[src/rtl/cpu_pkg.sv]
`default_nettype none
// ============================================================================
// Module : cpu_pkg
// Brief  : Shared widths, opcode constants and IF/ID field layout.
// Rev    : 1.0
// ============================================================================
package cpu_pkg;

  localparam int unsigned PC_W    = 16;
  localparam int unsigned INSTR_W = 32;
  localparam int unsigned BCNT_W  = 16;

  localparam logic [INSTR_W-1:0] NOP_INSTR = 32'h0000_0000;

  localparam logic [6:0] OPC_RTYPE  = 7'b0110011;
  localparam logic [6:0] OPC_BRANCH = 7'b1100011;
  localparam logic [2:0] F3_ADD     = 3'b000;
  localparam logic [2:0] F3_SUB     = 3'b000;
  localparam logic [2:0] F3_AND     = 3'b111;
  localparam logic [2:0] F3_SLL     = 3'b001;
  localparam logic [2:0] F3_BEQ     = 3'b000;
  localparam logic [6:0] F7_ADD     = 7'b0000000;
  localparam logic [6:0] F7_SUB     = 7'b0100000;

  typedef struct packed {
    logic [PC_W-1:0]    pc;
    logic [INSTR_W-1:0] instr;
    logic               valid;
    logic               err;
  } if_id_t;

  localparam if_id_t IFID_BUBBLE = '{pc: '0, instr: NOP_INSTR, valid: 1'b0, err: 1'b0};

endpackage
`default_nettype wire

[src/rtl/if_imem.sv]
`default_nettype none
// ============================================================================
// Module : if_imem
// Brief  : Instruction memory, async read port with range flag, sync write.
// Rev    : 1.0
// ============================================================================
module if_imem
  import cpu_pkg::*;
#(
  parameter int unsigned DEPTH = 64
) (
  input  logic               clk,
  input  logic [PC_W-1:0]    raddr_i,
  output logic [INSTR_W-1:0] rdata_o,
  output logic               rerr_o,
  input  logic               we_i,
  input  logic [PC_W-1:0]    waddr_i,
  input  logic [INSTR_W-1:0] wdata_i
);

  localparam int unsigned     AW       = (DEPTH > 1) ? $clog2(DEPTH) : 1;
  localparam logic [PC_W-1:0] DEPTH_PC = PC_W'(DEPTH);

  logic [INSTR_W-1:0] mem [DEPTH];
  logic               r_in_range;
  logic               w_in_range;

  assign r_in_range = (raddr_i < DEPTH_PC);
  assign w_in_range = (waddr_i < DEPTH_PC);

  // Read is combinational, so a same-edge write is seen only on the next fetch.
  assign rdata_o = r_in_range ? mem[raddr_i[AW-1:0]] : NOP_INSTR;
  assign rerr_o  = ~r_in_range;

  always_ff @(posedge clk) begin
    if (we_i && w_in_range) begin
      mem[waddr_i[AW-1:0]] <= wdata_i;
    end
  end

endmodule
`default_nettype wire

[src/rtl/if_stage.sv]
`default_nettype none
// ============================================================================
// Module : if_stage
// Brief  : Fetch stage: PC, instruction memory, IF/ID register, bubble counter.
// Rev    : 1.0
// ============================================================================
module if_stage
  import cpu_pkg::*;
#(
  parameter int unsigned     IMEM_DEPTH = 64,
  parameter logic [PC_W-1:0] RESET_PC   = '0
) (
  input  logic               clk,
  input  logic               rst_n,
  input  logic               stall_i,
  input  logic               flush_i,
  input  logic [PC_W-1:0]    target_i,
  input  logic               imem_we_i,
  input  logic [PC_W-1:0]    imem_waddr_i,
  input  logic [INSTR_W-1:0] imem_wdata_i,
  output logic [PC_W-1:0]    pc_o,
  output logic [INSTR_W-1:0] instr_o,
  output logic               valid_o,
  output logic [PC_W-1:0]    fetch_pc_o,
  output logic               fetch_err_o,
  output logic [BCNT_W-1:0]  bubble_cnt_o
);

  logic [PC_W-1:0]    pc_q, pc_d;
  if_id_t             ifid_q, ifid_d;
  logic [BCNT_W-1:0]  bubble_cnt_q, bubble_cnt_d;
  logic [INSTR_W-1:0] imem_rdata;
  logic               imem_rerr;

  if_imem #(
    .DEPTH (IMEM_DEPTH)
  ) u_imem (
    .clk     (clk),
    .raddr_i (pc_q),
    .rdata_o (imem_rdata),
    .rerr_o  (imem_rerr),
    .we_i    (imem_we_i),
    .waddr_i (imem_waddr_i),
    .wdata_i (imem_wdata_i)
  );

  // Flush outranks stall so a branch redirect is never dropped.
  always_comb begin
    pc_d         = pc_q;
    ifid_d       = ifid_q;
    bubble_cnt_d = bubble_cnt_q;
    if (flush_i) begin
      pc_d   = target_i;
      ifid_d = IFID_BUBBLE;
    end else if (!stall_i) begin
      pc_d         = pc_q + 1'b1;
      ifid_d.pc    = pc_q;
      ifid_d.instr = imem_rdata;
      ifid_d.valid = 1'b1;
      ifid_d.err   = imem_rerr;
    end
    if ((flush_i || !stall_i) && !ifid_d.valid && (bubble_cnt_q != '1)) begin
      bubble_cnt_d = bubble_cnt_q + 1'b1;
    end
  end

  always_ff @(posedge clk or negedge rst_n) begin
    if (!rst_n) begin
      pc_q         <= RESET_PC;
      ifid_q       <= IFID_BUBBLE;
      bubble_cnt_q <= '0;
    end else begin
      pc_q         <= pc_d;
      ifid_q       <= ifid_d;
      bubble_cnt_q <= bubble_cnt_d;
    end
  end

  assign pc_o         = ifid_q.pc;
  assign instr_o      = ifid_q.instr;
  assign valid_o      = ifid_q.valid;
  assign fetch_err_o  = ifid_q.err;
  assign fetch_pc_o   = pc_q;
  assign bubble_cnt_o = bubble_cnt_q;

endmodule
`default_nettype wire
[config.mk]
export PLATFORM = sky130hd
export DESIGN_NAME = if_stage
export DESIGN_NICKNAME = d
export VERILOG_FILES = /design/src/rtl/cpu_pkg.sv /design/src/rtl/if_imem.sv /design/src/rtl/if_stage.sv
export SDC_FILE = /design/constraint.sdc
export NUM_CORES = 2
export LEC_CHECK = 0
export ABC_CLOCK_PERIOD_IN_PS = 3350
export BUFFER_PORTS_ARGS = -buffer_cell sky130_fd_sc_hd__buf_4
export CAP_MARGIN = 30
export CORE_ASPECT_RATIO = 0.75
export CORE_MARGIN = 2
export CORE_UTILIZATION = 65
export CTS_BUF_LIST = sky130_fd_sc_hd__clkbuf_8
export CTS_CLUSTER_SIZE = 10
export DETAILED_ROUTE_END_ITERATION = 10
export GPL_ROUTABILITY_DRIVEN = 0
export PLACE_DENSITY = 0.82
export REMOVE_ABC_BUFFERS = 1
export SYNTH_ARGS = -nofsm -noshare
export SYNTH_HDL_FRONTEND = slang
export SYNTH_SLANG_ARGS = --single-unit
[constraint.sdc]
create_clock -name clk -period 3.35 [get_ports clk]
set_input_delay 0.335 -clock clk [delete_from_list [all_inputs] [get_ports clk]]
set_output_delay 0.335 -clock clk [all_outputs]
set_load 0.005 [all_outputs]
==> impl_metrics.tcl <==
set metrics [dict create \
    finalHoldViolations 0 \
    synth_top_area_frac 0.7564 \
    slowest_stage "a2111oi_0" \
    antenna_found_initial 20 \
    startpoint_type "flip-flop" \
    arrival_ns 4.18 \
    synth-edff-count 2048 \
    wl_per_cell_um 35.48 \
    clockRootBuffer "clkbuf_8" \
    die_area_um2 128000 \
    rows 112 \
    cap_violations 0 \
    finalClockSkew_ns 0.03523 \
    finalCriticalPeriod_ns 3.330 \
    synth_area_leaders "edfxtp_1 (76%), mux4_2 (13%), dfrtp_1 (2.5%)" \
    cts_made_buffers 311 \
    yosys.area.top_type "edfxtp_1" \
    min-delay-start "imem_waddr_i[2]" \
    tightest_slew_ns 1.011 \
    setup_viol 0 \
    clk_latency_ns 1.02 \
    p_leak_nw 30.49 \
    fin_crit_sh 0.9940 \
    hpwl_um 121300 \
    first_iter_violations 7758 \
    fmaxAchievable_mhz 300.3 \
    fin_nets 4353 \
    powerDensity_nw_per_um2 574.7 \
    grt_pass1_vias 43820 \
    rr_endpoint "instr_o[7]" \
    cts_buffer_depth 4 \
    grt_setup_unrepaired "no" \
    ys_ff_latch 2130 \
    synth_cells 3698 \
    crit_top_cell "buf_12" \
    max-slew-margin-rel 0.3242 \
    crit_required_ns 4.20 \
    holdWs_ns 0.1401 \
    post_dp_cell_area_um2 86860 \
    synth-async-reset-ratio 0.03850 \
    syn_to_final_growth_pct 14.57 \
    dieHeight_um 310.3 \
    netlist_area_um2 81300 \
    hold_path_class "in -> reg" \
    synth_cell_type_count 50 \
    via_per_inst 7.146 \
    whs_endpoint "u_imem.mem[54][0]" \
    start_util 0.6541 \
    grt_first_pass_wirelength_um 308900 \
    crit_family "compound AO/OA/AOI/OAI gates" \
    grt_max_degree 66 \
    final_area_um2 93150 \
    crit_path_end_kind "flip-flop" \
    cpPeakStageDelay_ns 0.66 \
    ys_warn_count 0 \
    cp.buffers_inverters 5 \
    first_pass_iters 6 \
    rrSetupSlack_ns 0.02 \
    final_layout_size_suffix_gt1_frac 0.3022 \
    die_w_um 412.4 \
    globalRouteTotalUtil 0.3486 \
    hold_path_depth 4 \
    status "completed" \
    synth-seq-area-share 0.7817 \
    routed_wl_um 218200 \
    synthFlopType "edfxtp_1" \
    path_clk_slew_ns 0.07 \
    ir_drop_v 0.0004888 \
    drv_slew 0 \
    cts_tree "yes" \
    grt_remaining_overflow 0 \
    drc 0 \
    port_buffers 150 \
    h-tree-depth 5 \
    r2r_cells 10 \
    crit_fanout 19 \
    crit_chain "buf_12 > buf_12 > buf_12 > buf_12 > buf_12 > mux4_2 > a22oi_1 > a21oi_1 > a2111oi_0 > o31ai_1" \
    coreArea_um2 124300 \
    cts.sinks 2130 \
    ant_nets 0 \
    num_io_pins 151 \
    vias 43950 \
    r2r_start "fetch_pc_o[0]" \
    critPathKind "reg -> reg" \
    cp-startpoint "fetch_pc_o[0]" \
    syn_area_per_cell_um2 21.99 \
]
[worst reg2reg max path: stages (launching register included)]
cell and delay [ns]:
dfrtp_4 0.43, buf_12 0.16, buf_12 0.20, buf_12 0.22, buf_12 0.20, buf_12 0.13
mux4_2 0.50, a22oi_1 0.23, a21oi_1 0.26, a2111oi_0 0.67, o31ai_1 0.19
[cell families (layout without fill, tap and decap cells)]
logic type | after synthesis | count (layout) | share of synthesized area
xor+xnor | 29 | 29 | 0.003124
buf+inv | 214 | 1009 | 0.01342
mux | 641 | 641 | 0.1538
simple gates | 363 | 363 | 0.02071
flops | 2130 | 2130 | 0.7817
fa+ha+maj | 2 | 2 | 0.0003077
other cells | 0 | 5 | 0
compound gates | 319 | 319 | 0.02698
[state kept, by name, indices dropped and copies added, names as in the netlist]
register,count
fetch_pc_o,16
bubble_cnt_o,16
pc_o,16
valid_o,1
u_imem.mem,2048
fetch_err_o,1
instr_o,32
[per-stage QoR]
stage	std cells	total power, W	utilization	setup TNS (ns)	worst slack (ns)
floorplan	3491	0.03438	-	-921.10	-18.69
global placement	5536	0.03472	0.6983	-2.420	-0.6137
detailed placement	5547	0.03489	0.6988	-1.150	-0.2811
CTS	6142	0.05352	0.7486	0	0.002911
global route	6149	0.05492	0.7493	0	0.01775
finish	6151	0.05353	0.7494	0	0.02004
[worst max path at each step]
stage / endpoint / cells past startpoint / slack, ns
2_1_floorplan: instr_o[0] / 4 / -18.69
3_3_place_gp: instr_o[4] / 9 / -0.61
3_5_place_dp: instr_o[26] / 9 / -0.28
4_1_cts: instr_o[22] / 7 / 0.003
5_1_grt: instr_o[7] / 8 / 0.02
6_report: instr_o[7] / 10 / 0.02
[placed cells by master, fill, tap and decap left out, types with 65 or more instances in the layout]
cell type / n
a22oi_1: 80
nand2_1: 132
buf_12: 82
mux4_2: 485
buf_4: 313
clkbuf_8: 327
nor2_4: 65
inv_1: 109
edfxtp_1: 2048
dlygate4sd3_1: 70
mux2i_1: 139
dfrtp_1: 77
[final cells by class]
type,instances,area (µm²)
Sequential cell,2130,63560
Tap cell,1653,2068
Multi-Input combinational cell,1354,17260
Inverter,7,28.78
Timing Repair Buffer,478,4791
Fill cell,6071,31150
Clock inverter,197,924.6
Clock buffer,327,4501
Antenna cell,5,12.51
[layer usage]
layer  global-route usage  routed length [µm]  vias up
met5                    0                 108        -
met4               0.1385                8883       14
met3               0.1191               35840      580
met2               0.5152               99410     4204
met1               0.4897               73990    22370
li1                     -                   -    16790
[where the power goes]
part           internal [W]  total [W]  switching (W)
logic               0.00226    0.00523        0.00296
registers            0.0293     0.0294       0.000121
clock network       0.00936     0.0189        0.00957
total                0.0409     0.0535         0.0127
[synth_stat cells, types with 2 or more instances]
library cell and instances:
xor2_1 5, or3_1 5, ha_1 2, a22o_1 8
or3b_2 4, o21ai_0 50, nor4b_1 3, and3_1 12
and4_1 4, or4_1 15, o22ai_1 35, o31ai_1 7
a221oi_1 22, mux2i_1 140, buf_6 17, mux4_2 485
a2111oi_0 31, buf_2 37, buf_1 22, xnor2_1 24
mux2_2 16, edfxtp_1 2048, o221ai_1 15, and2_1 2
buf_4 30, a21oi_1 55, nand2_1 132, nand3b_1 5
nor3_1 13, clkbuf_1 100, nand4_1 10, a211oi_1 13
nand3_1 23, nand2b_1 2, a2bb2oi_1 2, a22oi_1 80
nor2_1 112, nor2b_1 10, dfrtp_1 82, nor4_1 4
nor3b_1 2, inv_1 6
[repair_timing]
action                     4_1_cts  5_1_grt
setup endpoints to repair        7       18
setup buffers                    0        2
hold buffers                    71        0
hold endpoints to repair      2092        0
pin swaps                        0        0
gates resized for setup          9        6
No activity file was read; power rests on OpenSTA's default activity.
